## config.mk

```make
export PLATFORM = sky130hd
export DESIGN_NAME = fetch_queue
export DESIGN_NICKNAME = d
export VERILOG_FILES = /design/src/rtl/fetch_queue.sv
export SDC_FILE = /design/constraint.sdc
export NUM_CORES = 1
export LEC_CHECK = 0
export CORE_MARGIN = 1.5
export CORE_UTILIZATION = 54
export DETAILED_ROUTE_END_ITERATION = 7
export PLACE_DENSITY = 0.84
export SYNTH_ARGS = -nofsm -noshare
export SYNTH_HDL_FRONTEND = slang
export SYNTH_SLANG_ARGS = --single-unit
```

## constraint.sdc

```tcl
create_clock -name clk -period 3.99 [get_ports clk]
set_input_delay 0.798 -clock clk [delete_from_list [all_inputs] [get_ports clk]]
set_output_delay 0.798 -clock clk [all_outputs]
set_load 0.01 [all_outputs]
```

## src/rtl/fetch_queue.sv

```systemverilog
`timescale 1ns/1ps
// Prefetching instruction fetch unit: sequential req/ack reads buffered in a small FIFO,
// delivering one instruction per unstalled cycle with NOP and interrupt-JAL injection.
module fetch_queue #(
    parameter int          AW      = 32,
    parameter int          IW      = 32,
    parameter int          DEPTH   = 4,
    parameter int          RST_DLY = 4,
    parameter logic [31:0] NOP_OP  = 32'h5800_0000,
    parameter logic [15:0] JAL_OP  = 16'h581f
) (
    input  logic                         clk,
    input  logic                         reset,
    input  logic                         stall,
    input  logic                         set_pc,
    input  logic [AW-1:0]                pc_init,
    input  logic                         idle,
    input  logic                         jal_req,
    input  logic [15:0]                  int_srv_num,
    output logic                         mem_req,
    output logic [AW-1:0]                mem_addr,
    input  logic                         mem_ack,
    input  logic [IW-1:0]                mem_data,
    output logic                         flush_pipeline,
    output logic                         inst_vld,
    output logic [IW-1:0]                inst,
    output logic [AW-1:0]                pcn,
    output logic                         int_jal_req,
    output logic [$clog2(DEPTH+1)-1:0]   q_count
);

    localparam int PW = $clog2(DEPTH);
    localparam int CW = $clog2(DEPTH + 1);
    localparam int DW = $clog2(RST_DLY + 2);

    logic [DW-1:0] dly_cnt_r;
    logic          fetch_rdy_r;
    logic          pending_r;
    logic          discard_r;
    logic [AW-1:0] req_addr_r;
    logic [AW-1:0] fetch_pc_r;
    logic [AW-1:0] deliver_pc_r;
    logic [IW-1:0] queue_mem_r [DEPTH];
    logic [PW-1:0] wr_ptr_r;
    logic [PW-1:0] rd_ptr_r;
    logic [CW-1:0] q_count_r;
    logic          inst_vld_r;
    logic          int_jal_req_r;
    logic [IW-1:0] inst_r;
    logic [AW-1:0] pcn_r;

    logic          q_empty_s;
    logic          q_full_s;
    logic          mem_req_s;
    logic [AW-1:0] mem_addr_s;
    logic          ack_s;
    logic          push_s;
    logic          deliver_s;
    logic          pop_s;

    // Fetch/delivery qualifiers; a pending request keeps its latched address across jumps.
    always_comb begin
        q_empty_s = (q_count_r == CW'(0));
        q_full_s  = (q_count_r == CW'(DEPTH));
        mem_req_s = pending_r | (fetch_rdy_r & ~q_full_s);
        if (pending_r) begin
            mem_addr_s = req_addr_r;
        end else begin
            mem_addr_s = fetch_pc_r;
        end
        ack_s     = mem_req_s & mem_ack;
        push_s    = ack_s & ~discard_r & ~set_pc;
        deliver_s = ~stall & fetch_rdy_r & ~set_pc;
        pop_s     = deliver_s & ~jal_req & ~idle & ~q_empty_s;
    end

    // Start-up delay: fetching begins only after RST_DLY idle cycles out of reset.
    always_ff @(posedge clk) begin
        if (reset) begin
            dly_cnt_r   <= DW'(0);
            fetch_rdy_r <= 1'b0;
        end else begin
            if (dly_cnt_r != DW'(RST_DLY)) begin
                dly_cnt_r <= dly_cnt_r + DW'(1);
            end
            fetch_rdy_r <= (dly_cnt_r == DW'(RST_DLY));
        end
    end

    // Memory handshake tracking: outstanding request, its address, and jump discard.
    always_ff @(posedge clk) begin
        if (reset) begin
            pending_r  <= 1'b0;
            discard_r  <= 1'b0;
            req_addr_r <= AW'(0);
            fetch_pc_r <= AW'(0);
        end else begin
            pending_r  <= mem_req_s & ~mem_ack;
            req_addr_r <= mem_addr_s;
            if (set_pc) begin
                discard_r  <= mem_req_s & ~mem_ack;
                fetch_pc_r <= pc_init;
            end else begin
                if (ack_s) begin
                    discard_r <= 1'b0;
                end
                if (push_s) begin
                    fetch_pc_r <= fetch_pc_r + AW'(1);
                end
            end
        end
    end

    // Queue storage; stale entries are harmless because the pointers define validity.
    always_ff @(posedge clk) begin
        if (push_s) begin
            queue_mem_r[wr_ptr_r] <= mem_data;
        end
    end

    // Queue pointers and occupancy; a jump empties the queue.
    always_ff @(posedge clk) begin
        if (reset || set_pc) begin
            wr_ptr_r  <= PW'(0);
            rd_ptr_r  <= PW'(0);
            q_count_r <= CW'(0);
        end else begin
            if (push_s) begin
                wr_ptr_r <= wr_ptr_r + PW'(1);
            end
            if (pop_s) begin
                rd_ptr_r <= rd_ptr_r + PW'(1);
            end
            case ({push_s, pop_s})
                2'b10:   q_count_r <= q_count_r + CW'(1);
                2'b01:   q_count_r <= q_count_r - CW'(1);
                default: q_count_r <= q_count_r;
            endcase
        end
    end

    // Delivery to decode: JAL beats idle beats queue pop; stall freezes everything.
    always_ff @(posedge clk) begin
        if (reset) begin
            inst_vld_r    <= 1'b0;
            int_jal_req_r <= 1'b0;
            inst_r        <= IW'(0);
            pcn_r         <= AW'(0);
            deliver_pc_r  <= AW'(0);
        end else if (set_pc) begin
            inst_vld_r    <= 1'b0;
            int_jal_req_r <= 1'b0;
            deliver_pc_r  <= pc_init;
        end else if (deliver_s) begin
            if (jal_req) begin
                inst_vld_r    <= 1'b1;
                int_jal_req_r <= 1'b1;
                inst_r        <= IW'({JAL_OP, int_srv_num});
                pcn_r         <= deliver_pc_r;
            end else if (idle) begin
                inst_vld_r    <= 1'b1;
                int_jal_req_r <= 1'b0;
                inst_r        <= IW'(NOP_OP);
                pcn_r         <= deliver_pc_r;
            end else if (!q_empty_s) begin
                inst_vld_r    <= 1'b1;
                int_jal_req_r <= 1'b0;
                inst_r        <= queue_mem_r[rd_ptr_r];
                pcn_r         <= deliver_pc_r + AW'(1);
                deliver_pc_r  <= deliver_pc_r + AW'(1);
            end else begin
                inst_vld_r    <= 1'b0;
                int_jal_req_r <= 1'b0;
            end
        end
    end

    assign mem_req        = mem_req_s;
    assign mem_addr       = mem_addr_s;
    assign flush_pipeline = set_pc;
    assign inst_vld       = inst_vld_r;
    assign inst           = inst_r;
    assign pcn            = pcn_r;
    assign int_jal_req    = int_jal_req_r;
    assign q_count        = q_count_r;

endmodule

```

==> qor.csv <==
metric,value,unit
avgSynthCellArea,11.67,µm²
row_count,56,
hold_violations,0,
nets,1379,
final_max_slew_viol_count,0,
synth_top_flop_cell,dfxtp_1,
synth_cell_types,57,
finalSetupTns,0,ps
power_frac_seq,50.7,%
cp-start-kind,register,
synthArstFlopShare,0,%
ant_nets,0,
critical_path_class,register to output port,
reg2reg_depth,10,
power_frac_comb,6.5,%
ys_ff_latch,305,
yosys_warnings,0,
cp.arrival,2790,ps
fp.dieW,157.8,µm
setup_ws,400.9,ps
max-cap-violations,0,
ctsHoldBuffers,0,
grt_setup_unrepaired,false,
sw_frac_of_total,23.36,%
worst_slew_pin_slew,1217,ps
vias,9340,
p_sw,1.567,mW
clock-root-buffer,clkbuf_16,
grt_usage,25.63,%
die_area,0.02490,mm²
h-tree-depth,1,
grt_max_degree,93,
cts.clk_slew.worst_paths,70,ps
layout-drive-gt1-share,12.42,%
cts-buffers-inserted,31,
maxSlewHeadroom,18.75,%
required,3190,ps
status,completed,
power.internal,5.140,mW
pre_cts_ws,428.0,ps
insertion_delay,590,ps
start_util,55.13,%
die_y,157.8,µm
yosysSeqAreaShare,57.09,%
synth_nets,1206,
power,6.707,mW
finalSetupViolCount,0,
globalRouteOverflowTotal,0,
finClkSkew,35.93,ps
grt_pass1_wl,49350,µm
cp_max_fo,6,
area_delta_synth_final,24.98,%
netlist_instances,1109,
worstHoldPathCells,2,
cts_tree,yes,
period_needed,3589,ps
dp_hpwl,21280,µm
core_area,0.02347,mm²
hp-class,register to register,
fmax,278.6,MHz
ios,190,
synth_area,0.01294,mm²
pwr_density_cell,414.8,mW/mm²
routed_wl,31810,µm
post-route-period-util,89.95,%
pwr-share-clk,42.8,%
port_buffers,189,
dr.pass1.iters,5,
clock_path_buffers,3,
viasPerCell,5.751,
postCtsSetupRepairBufs,0,
drt_drc_violations_left,0,
grt_pass1_vias,9335,
end_kind,output port,
gp_congestion,0.8755,
antenna_found_initial,1,
p_leak,5.406,nW
drt_iter0_drc,673,
routedWlPerCell,19.59,µm
synth_edf_count,128,
cts_sinks,305,
vdd_drop_max,0.4720,mV
ctsResizeCount,0,
## stage by stage
step	hold WS, ps	cell area [µm²]	utilization, %	std cells
global placement	464.1	15150	64.54	1568
global route	511.8	16170	68.89	1623
CTS	489.6	16170	68.89	1623
detailed placement	471.5	15150	64.54	1568
finish	491.6	16170	68.90	1624
floorplan	460.1	12940	-	1109
## synthesized netlist by cell type, types with 4 or more instances
cell type / count / area share (%)
ha_1: 9 / 0.87
o22ai_1: 6 / 0.29
or2_2: 5 / 0.24
mux4_2: 32 / 5.6
a211oi_1: 40 / 2.3
nor3_1: 35 / 1.4
and3_1: 15 / 0.73
a21boi_0: 41 / 2.4
nand2_1: 38 / 1.1
buf_1: 4 / 0.12
a21boi_1: 4 / 0.23
and4_1: 5 / 0.34
mux2_2: 30 / 2.6
a21oi_1: 45 / 1.7
or4_1: 4 / 0.23
inv_1: 44 / 1.3
xnor2_1: 41 / 2.8
nand3_1: 31 / 1.2
o21a_1: 6 / 0.35
dfxtp_1: 177 / 27
nand4_1: 38 / 1.8
nor2b_1: 33 / 1.6
edfxtp_1: 128 / 30
a22oi_1: 8 / 0.46
nor2_1: 96 / 2.8
nor4_1: 11 / 0.53
a221oi_1: 16 / 1.1
clkbuf_1: 63 / 1.8
xor2_1: 55 / 3.7
o21ai_0: 8 / 0.31
## cells in the final DEF (no fill, tap or decap), types with 4 or more instances in the layout
master,count
a221oi_1,16
nand2_1,38
clkbuf_16,31
nor2b_1,33
clkbuf_8,4
o21a_1,6
nor4_1,11
and3_1,15
or2_2,5
dfxtp_1,176
a21oi_1,45
buf_4,24
ha_1,9
clkinvlp_4,5
o22ai_1,6
nor3_1,35
inv_6,4
xnor2_1,41
a211oi_1,39
xor2_1,55
mux4_2,32
or4_1,4
and4_1,5
nand3_1,31
nor2_1,95
o21ai_0,8
a21boi_1,4
clkdlybuf4s50_1,187
a21boi_0,41
nand4_1,38
edfxtp_1,128
mux2_2,30
inv_1,44
a22oi_1,8
## critical path, stage by stage, from the launching register on
cell	delay [ps]
dfxtp_1	390
or3b_2	510
a21oi_1	510
inv_1	260
clkdlybuf4s50_1	550
## sequential cells by signal, summed over array words and instances, names as in the netlist, 2 cells and up, named ones only
name	cells
pcn	32
q_count	3
deliver_pc_r	32
req_addr_r	32
queue_mem_r	128
rd_ptr_r	2
inst	32
wr_ptr_r	2
dly_cnt_r	3
fetch_pc_r	32
## power by group through the flow
stage	clock network [mW]	logic, mW	registers, mW
final	2.87	0.438	3.40
after global routing	3.02	0.474	3.41
after CTS	2.90	0.438	3.40
after detailed placement	0	0.433	3.47
after global placement	0	0.422	3.46
after floorplan	0	0.229	3.44
## area by class of cell
class                           count  area (µm²)
Clock inverter                     19       186.4
Multi-Input combinational cell    685        5095
Clock buffer                       36       834.6
Timing Repair Buffer              214        2097
Fill cell                        1670        7301
Antenna cell                        1       2.502
Sequential cell                   305        7388
Tap cell                          319       399.1
Inverter                           45       168.9
## per-layer routing
layer	up-vias	GRT usage [%]	share of wire [%]
li1	4398	-	-
met1	4531	31.15	39
met2	349	44.72	51
met3	62	5.229	7.6
met4	0	9.973	3.2
met5	-	0	0
## cells by family after synthesis
family	count (synthesis)	synth area share (%)
AO/OA/AOI/OAI	184	9.863
XOR/XNOR	96	6.498
adder cells (fa/ha/maj)	10	1.025
buffers and inverters	119	3.655
flip-flops	305	57.09
multiplexers	64	8.335
AND/OR/NAND/NOR	331	13.54
## path summary, 6_finish.rpt
| check | startpoint | to | slack, ps |
|---|---|---|---|
| max | q_count[2] | mem_req | 400 |
| min | inst_vld | inst_vld | 490 |
| max reg2reg | fetch_rdy_r | q_count[2] | 1410 |
| min reg2reg | inst_vld | inst_vld | 490 |
(Power assumes the default switching activity.)
